File: config.mk
export PLATFORM = sky130hd
export DESIGN_NAME = store_buffer
export DESIGN_NICKNAME = d
export VERILOG_FILES = /design/src/rtl/store_buffer.sv
export SDC_FILE = /design/constraint.sdc
export NUM_CORES = 1
export LEC_CHECK = 0
export BUFFER_PORTS_ARGS = -buffer_cell sky130_fd_sc_hd__buf_2
export CAP_MARGIN = 40
export CORE_ASPECT_RATIO = 1.1
export CORE_MARGIN = 4
export CORE_UTILIZATION = 45
export CTS_CLUSTER_SIZE = 28
export DETAILED_ROUTE_END_ITERATION = 6
export GPL_TIMING_DRIVEN = 0
export SLEW_MARGIN = 10
export SYNTH_ARGS = -nofsm -noshare
export SYNTH_HDL_FRONTEND = slang
export SYNTH_SLANG_ARGS = --single-unit
File: constraint.sdc
create_clock -name clk -period 8.55 [get_ports clk]
set_clock_uncertainty 0.15 [all_clocks]
set_input_delay 0.855 -clock clk [delete_from_list [all_inputs] [get_ports clk]]
set_output_delay 0.855 -clock clk [all_outputs]
set_load 0.02 [all_outputs]
File: src/rtl/store_buffer.sv
// store_buffer
// Post-commit store buffer between the memory stage and the DCache write port.
// It accepts byte, halfword, word and unaligned-word (SWL/SWR) stores. Each store
// becomes a word address, byte enables and lane-aligned data. Entries drain to the
// cache in strict FIFO order.
//
// Ports:
//   clk, resetn             - clock and asynchronous active-low reset
//   st_valid/st_ready       - store request handshake from the memory stage
//   st_op/st_addr/st_rt_value - store kind, byte address and raw rt value
//   st_err                  - one-cycle pulse after a discarded (illegal) store
//   wr_req/wr_ok            - head entry offered to / taken by the DCache
//   wr_addr/wr_wstrb/wr_wdata - head entry word address, byte enables, data
//   ld_addr/ld_conflict     - load word address check against pending stores
//   sb_empty                - no store pending
module store_buffer #(
  parameter int DEPTH = 4
) (
  input  logic        clk,
  input  logic        resetn,
  input  logic        st_valid,
  output logic        st_ready,
  input  logic [2:0]  st_op,
  input  logic [31:0] st_addr,
  input  logic [31:0] st_rt_value,
  output logic        st_err,
  output logic        wr_req,
  output logic [31:0] wr_addr,
  output logic [3:0]  wr_wstrb,
  output logic [31:0] wr_wdata,
  input  logic        wr_ok,
  input  logic [31:0] ld_addr,
  output logic        ld_conflict,
  output logic        sb_empty
);

  localparam int AW = $clog2(DEPTH);
  localparam int CW = AW + 1;
  localparam logic [AW-1:0] PTR_ONE  = AW'(1);
  localparam logic [CW-1:0] CNT_ONE  = CW'(1);
  localparam logic [CW-1:0] CNT_FULL = CW'(DEPTH);

  typedef struct packed {
    logic        legal;
    logic [3:0]  wstrb;
    logic [31:0] wdata;
  } dec_t;

  // Translate a store into byte enables and lane-aligned data; illegal when misaligned or reserved.
  function automatic dec_t decode_store(input logic [2:0] op, input logic [1:0] a,
                                        input logic [31:0] rt);
    dec_t d;
    d.legal = 1'b0;
    d.wstrb = 4'b0000;
    d.wdata = 32'h0000_0000;
    case (op)
      3'd0: begin
        d.legal = 1'b1;
        d.wstrb = 4'b0001 << a;
        d.wdata = {4{rt[7:0]}};
      end
      3'd1: begin
        d.legal = ~a[0];
        d.wstrb = a[1] ? 4'b1100 : 4'b0011;
        d.wdata = {2{rt[15:0]}};
      end
      3'd2: begin
        d.legal = (a == 2'd0);
        d.wstrb = 4'b1111;
        d.wdata = rt;
      end
      3'd3: begin
        d.legal = 1'b1;
        case (a)
          2'd0:    begin d.wstrb = 4'b0001; d.wdata = {24'h00_0000, rt[31:24]}; end
          2'd1:    begin d.wstrb = 4'b0011; d.wdata = {16'h0000, rt[31:16]}; end
          2'd2:    begin d.wstrb = 4'b0111; d.wdata = {8'h00, rt[31:8]}; end
          default: begin d.wstrb = 4'b1111; d.wdata = rt; end
        endcase
      end
      3'd4: begin
        d.legal = 1'b1;
        case (a)
          2'd0:    begin d.wstrb = 4'b1111; d.wdata = rt; end
          2'd1:    begin d.wstrb = 4'b1110; d.wdata = {rt[23:0], 8'h00}; end
          2'd2:    begin d.wstrb = 4'b1100; d.wdata = {rt[15:0], 16'h0000}; end
          default: begin d.wstrb = 4'b1000; d.wdata = {rt[7:0], 24'h00_0000}; end
        endcase
      end
      default: begin
        d.legal = 1'b0;
      end
    endcase
    return d;
  endfunction

  logic [29:0]   addr_mem_r [DEPTH];
  logic [3:0]    strb_mem_r [DEPTH];
  logic [31:0]   data_mem_r [DEPTH];
  logic [AW-1:0] head_r;
  logic [AW-1:0] tail_r;
  logic [CW-1:0] count_r;
  logic          st_err_r;

  dec_t          dec_s;
  logic          st_ready_s;
  logic          wr_req_s;
  logic          push_s;
  logic          pop_s;
  logic          conflict_s;
  logic [AW-1:0] off_s;
  logic [1:0]    ld_addr_unused_s;

  assign ld_addr_unused_s = ld_addr[1:0];

  // Handshake and enqueue/dequeue qualification; an illegal store completes but is not pushed.
  always_comb begin
    dec_s      = decode_store(st_op, st_addr[1:0], st_rt_value);
    st_ready_s = (count_r < CNT_FULL);
    wr_req_s   = (count_r != {CW{1'b0}});
    push_s     = st_valid && st_ready_s && dec_s.legal;
    pop_s      = wr_req_s && wr_ok;
  end

  // Load-hazard detection over live entries plus the store being accepted this cycle.
  always_comb begin
    conflict_s = 1'b0;
    off_s      = {AW{1'b0}};
    for (int i = 0; i < DEPTH; i++) begin
      // Slot i is live when its distance from head is below the occupancy.
      off_s = AW'(i) - head_r;
      if (({1'b0, off_s} < count_r) && (addr_mem_r[i] == ld_addr[31:2])) begin
        conflict_s = 1'b1;
      end else begin
        conflict_s = conflict_s;
      end
    end
    if (push_s && (st_addr[31:2] == ld_addr[31:2])) begin
      conflict_s = 1'b1;
    end else begin
      conflict_s = conflict_s;
    end
  end

  // Entry payload storage; deliberately not reset since occupancy is tracked by count_r.
  always_ff @(posedge clk) begin
    if (push_s) begin
      addr_mem_r[tail_r] <= st_addr[31:2];
      strb_mem_r[tail_r] <= dec_s.wstrb;
      data_mem_r[tail_r] <= dec_s.wdata;
    end
  end

  // Pointer, occupancy and error-pulse state.
  always_ff @(posedge clk or negedge resetn) begin
    if (!resetn) begin
      head_r   <= {AW{1'b0}};
      tail_r   <= {AW{1'b0}};
      count_r  <= {CW{1'b0}};
      st_err_r <= 1'b0;
    end else begin
      st_err_r <= st_valid && st_ready_s && !dec_s.legal;
      if (push_s) begin
        tail_r <= tail_r + PTR_ONE;
      end
      if (pop_s) begin
        head_r <= head_r + PTR_ONE;
      end
      case ({push_s, pop_s})
        2'b10:   count_r <= count_r + CNT_ONE;
        2'b01:   count_r <= count_r - CNT_ONE;
        default: count_r <= count_r;
      endcase
    end
  end

  assign st_ready    = st_ready_s;
  assign st_err      = st_err_r;
  assign wr_req      = wr_req_s;
  assign wr_addr     = {addr_mem_r[head_r], 2'b00};
  assign wr_wstrb    = strb_mem_r[head_r];
  assign wr_wdata    = data_mem_r[head_r];
  assign ld_conflict = conflict_s;
  assign sb_empty    = !wr_req_s;

endmodule
# [Word level (Yosys, flattened, before mapping)]
# Memory sizes are Yosys's and may differ from the RTL's.
# Cells that the tools add are included.
[word_totals] ff_bits=8 latch_bits=0 mem_bits_rw=264 rom_bits=0 in_bits=103 out_inout_bits=73 elab_cells=64 mem_count=3
[op_classes] addsub=8 multipliers=0 n_div=0 n_lt_le_gt_ge=5 n_eq_ne=13 shifts=1 n_mux=13 bitwise_logic=1 reduce_logical=16
[memory_table] name="data_mem_r" depth=4 word_bits=32 read_ports=1 rd_ports_with_merged_regs=0 write_ports=1 line_no="99" rtl="logic [31:0] data_mem_r [DEPTH];"
[memory_table] name="addr_mem_r" depth=4 word_bits=30 read_ports=5 rd_ports_with_merged_regs=0 write_ports=1 line_no="97" rtl="logic [29:0] addr_mem_r [DEPTH];"
[memory_table] name="strb_mem_r" depth=4 word_bits=4 read_ports=1 rd_ports_with_merged_regs=0 write_ports=1 line_no="98" rtl="logic [3:0] strb_mem_r [DEPTH];"
[op_table] op="36-bit one-hot mux with 5 select lines" count=1
[op_table] op="30-bit equality test" count=5
[op_table] op="36-bit one-hot mux with 3 select lines" count=1
[op_table] op="35-bit one-hot mux with 3 select lines" count=1
[op_table] op="2-bit by 3-bit < comparator with 1-bit output" count=4
[op_table] op="1-bit logical AND" count=9
[op_table] op="1-bit two-way mux" count=7
[op_table] op="3-bit by 2-bit equality test with 1-bit output (second input constant)" count=2
[op_table] op="3-bit one-hot mux with 2 select lines" count=1
[op_table] op="2-bit by 1-bit adder with 2-bit output (second input constant)" count=2
[op_table] op="2-bit by 1-bit equality test with 1-bit output (second input constant)" count=2
[op_table] op="2-bit equality test (second input constant)" count=2
[op_table] op="4-bit two-way mux" count=1
[op_table] op="1-bit by 2-bit left shift with 4-bit output (first input constant)" count=1
[op_table] op="1-bit by 2-bit subtractor with 2-bit output (first input constant)" count=2
[op_table] op="2-bit subtractor (first input constant)" count=2
[op_table] op="3-bit by 1-bit adder with 3-bit output (second input constant)" count=1
[op_table] op="3-bit by 1-bit equality test with 1-bit output (second input constant)" count=1
[op_table] op="3-bit equality test (second input constant)" count=1
[op_table] op="3-bit logical NOT" count=1
[op_table] op="3-bit < comparator (second input constant)" count=1
[op_table] op="1-bit one-hot mux with 3 select lines" count=1
[op_table] op="3-bit nonzero test" count=1
[op_table] op="3-bit OR reduction" count=1
[op_table] op="5 further kinds" count=6

# [Logic depth before layout (Yosys ltp)]
[logic_depth] word_depth=8 depth_mapped=13 ltp_nobuf=11

# [Worst setup path before layout]
# Ideal clock, no wire load.
[synth_path] path_type="input to register" from="in st_addr[1]" to="mem addr_mem_r[0][0] (enable)" setup_ns=0.431 t_arrival_ns=3.189 setup_slack_ns=4.780 path_stages=7 path_buffers=2 cell_sequence="buf_4 -> a21oi_1 -> a21oi_1 -> o22ai_1 -> and3_1 -> buf_2 -> and2_1"
[synth_between] elab_chain_len=5
[synth_rtl] element="start: declaration" line_no="24" rtl="input logic [31:0] st_addr,"
[synth_rtl] element="2-bit logical NOT" line_no="68" rtl="d.legal = (a == 2'd0);"
[synth_rtl] element="1-bit one-hot mux with 3 select lines" line_no="56" rtl="case (op)"
[synth_rtl] element="1-bit logical AND" line_no="121" rtl="push_s = st_valid && st_ready_s && dec_s.legal;"
[synth_rtl] element="1-bit two-way mux" line_no="147" rtl="if (push_s) begin"
[synth_rtl] element="1-bit two-way mux (implied by the code)" line_no="148" rtl="addr_mem_r[tail_r] <= st_addr[31:2];"
[synth_rtl] element="end: declaration" line_no="97"
# No other way between the ends.

# [Worst setup path in the final report]
[layout_path] from="reg head_r[1]" to="out ld_conflict"
[layout_between] elab_chain_len=8 word_cells_on_any_way=17 cone_classes="4 x add/sub; 4 x order compare; 5 x mux; 4 x reduce/logical"
[layout_rtl] element="start: declaration" line_no="100" rtl="logic [AW-1:0] head_r;"
[layout_rtl] element="start signal: assignment" line_no="157" rtl="head_r <= {AW{1'b0}};"
[layout_rtl] element="start signal: assignment" line_no="167" rtl="head_r <= head_r + PTR_ONE;"
[layout_rtl] element="1-bit by 2-bit subtractor with 2-bit output" line_no="131" rtl="off_s = AW'(i) - head_r;"
[layout_rtl] element="2-bit by 3-bit < comparator with 1-bit output" line_no="132" rtl="if (({1'b0, off_s} < count_r) && (addr_mem_r[i] == ld_addr[31:2])) begin"
[layout_rtl] element="1-bit logical AND" line_no="132"
[layout_rtl] element="1-bit two-way mux (3 in a row)" line_no="132"
[layout_rtl] element="1-bit two-way mux *" line_no="132"
[layout_rtl] element="1-bit two-way mux *" line_no="138" rtl="if (push_s && (st_addr[31:2] == ld_addr[31:2])) begin"
[layout_rtl] element="end: declaration" line_no="33" rtl="output logic ld_conflict,"
# Every way passes the cells marked *; elsewhere a longest branch is shown, timed or not.

==> impl_results.md <==
* Slew headroom at 42.9%
* Share of the synthesized area in the top cell type at 60.5%
* Critical path class: register to output port
* Port-buffer cells at 140
* Post-CTS Resized at 0
* Critical path's top delay family: buffers and inverters
* Vias/cell at 5.67
* Synth Cell Area at 0.0131 sq mm
* VDD IR max at 0.191 mV
* CP Capture Type: output port
* Final WS setup at 4100 ps
* Finished Core Util at 53.5%
* Worst-Skew Late Latency at 530 ps
* Final Hold Vio Count at 0
* Initial antenna violation count at 1
* Synthesized flop and latch total at 272
* Number of global-route vias before repair at 8206
* # nets final at 1105
* Cts hold-fix bufs at 1
* Place WS at 4660 ps
* Root buffer cell: clkbuf_16
* Via count at 7851
* CTS tree: yes
* Worst EP required at 7550 ps
* Number of synthesized flops with an enable pin at 264
* P_leak at 5.39 nW
* RD Place Congestion at 0.904
* Slowest stage delay, CP at 620 ps
* Routed Antenna Nets at 0
* Worst-path maximum fanout at 10
* Num CTS Buffers at 30
* Die area at 0.0319 sq mm
* Critical R2R Capture: data_mem_r[3][21]
* Die width at 171 um
* Drt drc at 0
* GRT overflow at 0
* Worst Max-Slew Pin Slew at 856 ps
* Unrepaired setup endpoints after global routing: no
* Crit path capture: ld_conflict
* CP startpoint: head_r[1]
* Synth cell count leaders: 264 x edfxtp_1, 96 x xor2_1, 74 x mux4_2
* Most frequent cell after synthesis: edfxtp_1
* YS warnings at 0
* DP Wirelength at 25.3 mm
* CTS Buffer Depth at 3
* Clk sinks at 272
* Initial DRC Count at 659
* H-tree Lvls at 1
* Area grow syn2layout at 17.2%
* Register clock-pin slew on the reported worst setup and hold paths at 60 ps
* Cell count after placement at 1327
* Dominant synthesized flop cell: edfxtp_1
* Post-Layout Inst Area at 0.0154 sq mm
* Initial core utilization at 45.7%
* Final setup fails at 0
* Die Y at 187 um
* Core area at 0.0287 sq mm
* Fin cells at 1384
* Top area cells in the synthesized netlist: edfxtp_1 60%, mux4_2 13%, xor2_1 6.4%, xnor2_1 4.1%, dfrtp_1 1.5%
* Largest net degree at the start of global routing at 45
* Postcts setup bufs at 0
* Worst r2r src: count_r[2]
* Crit-path cells: buf_2, clkbuf_1, xor2_1, inv_1, ha_1, a2111oi_0, and4_1, nand4_1, nand3_1, buf_2
* Max cap viols at 0
* Layout cell share with drive strength beyond 1 at 32.0%
* DRT Wirelength at 35.0 mm
* Ys async rst share at 2.94%
* Post-DP Area at 0.0144 sq mm
* Critical path launch point type: register
* Final setup TNS at 0 ps
* Fin crit share at 52.1%
* PwrDens at 280 mW/mm^2
* Slew Limit Fails at 0
* Avg Cell Area, Syn at 16.1 sq um
* Post-synth top area cell: edfxtp_1
* Hold Path Class: register to register
* Gr usage total at 22.0%
* Initial DRT Pass Iterations at 6
* Highest-delay cell along the critical path: clkbuf_1
* Buf/Inv on CP at 4
* Peak Freq at 225 MHz
* Sequential area share after synthesis at 62.0%
* Library cells used by synthesis at 52
* Levels on crit path at 10
* Final min period at 4450 ps
* I/O Pins at 176
* Cell mode on critical path: buf_2
* First-pass GRT wire length at 52.4 mm
* Avg WL per Cell at 25.3 um
* Worst reg-to-reg path cell count at 5
* Reg2reg setup slack at 6200 ps
* Synth Instances at 813
* Worst EP arrival at 3450 ps
* # rows at 65
* Run status: finished clean
sequential cells by signal (all words and copies together), names as in the netlist:
register / count
st_err: 1
strb_mem_r: 16
head_r: 2
tail_r: 2
data_mem_r: 128
count_r: 3
addr_mem_r: 120
layer usage:
| layer | share of wire, % | vias up | global-route usage [%] |
|---|---|---|---|
| li1 | - | 3535 | - |
| met1 | 40 | 3934 | 29.2 |
| met2 | 50 | 331 | 37.3 |
| met3 | 7.5 | 49 | 4.44 |
| met4 | 2.4 | 2 | 5.35 |
| met5 | 0.031 | - | 0 |
per-stage QoR:
stage                     power [mW]  hold WS [ps]
final                           4.31           329
after global routing            4.51           384
after CTS                       4.36           334
after detailed placement        3.14           321
after global placement          3.12           319
after floorplan                 2.62           300
cells in the final DEF, fill, tap and decap left out, types with 8 or more instances in the layout:
master / instances
ha_1: 9
a21oi_1: 18
edfxtp_1: 264
inv_1: 10
nand4_1: 18
nor4_1: 24
buf_2: 173
nand2_1: 25
nor2_1: 26
clkbuf_16: 31
mux2i_1: 10
mux4_2: 74
xor2_1: 96
xnor2_1: 61
dfrtp_1: 8
a221oi_1: 11
clkbuf_1: 28
a22o_1: 14
tightest hold or removal path: cells and delay by family, from the launching register on:
kind               cells  cell delay [ps]
AOI/OAI and AO/OA      1               60
and+or+nand+nor        1               40
DFF                    1              340
area by class of cell:
type | instances | area (sq um)
Sequential cell | 272 | 8130
Inverter | 14 | 52.6
Tap cell | 368 | 460
Buffer | 65 | 342
Multi-Input combinational cell | 463 | 4600
Clock inverter | 12 | 85.1
Antenna cell | 1 | 2.50
Clock buffer | 43 | 861
Timing Repair Buffer | 146 | 832
Fill cell | 2391 | 13300
report_power, final:
group | internal, mW | switching, mW
clock | 0.724 | 0.500
combinational | 0.578 | 0.886
sequential | 1.58 | 0.0383
cells by family after synthesis:
kind of cell / Yosys count / synth area share (%)
other: 1 / 0.0286
xor gates and xnor gates: 157 / 10.5
AOI/OAI and AO/OA: 84 / 4.75
muxes: 88 / 13.8
buffers and inverters: 79 / 3.01
DFF: 272 / 62.0
adders and majority gates: 10 / 1.01
and+or+nand+nor: 122 / 4.88
worst min-delay path by stage:
stage          slack, ps    endpoint  startpoint  depth (start not counted)
2_1_floorplan        300  count_r[1]  count_r[1]                          2
3_3_place_gp         320  count_r[1]  count_r[1]                          2
3_5_place_dp         320  count_r[1]  count_r[1]                          2
4_1_cts              330  count_r[1]  count_r[1]                          2
5_1_grt              380  count_r[1]  count_r[1]                          2
6_report             330  count_r[1]  count_r[1]                          2
Note: power is estimated with default switching activity, not from simulation.
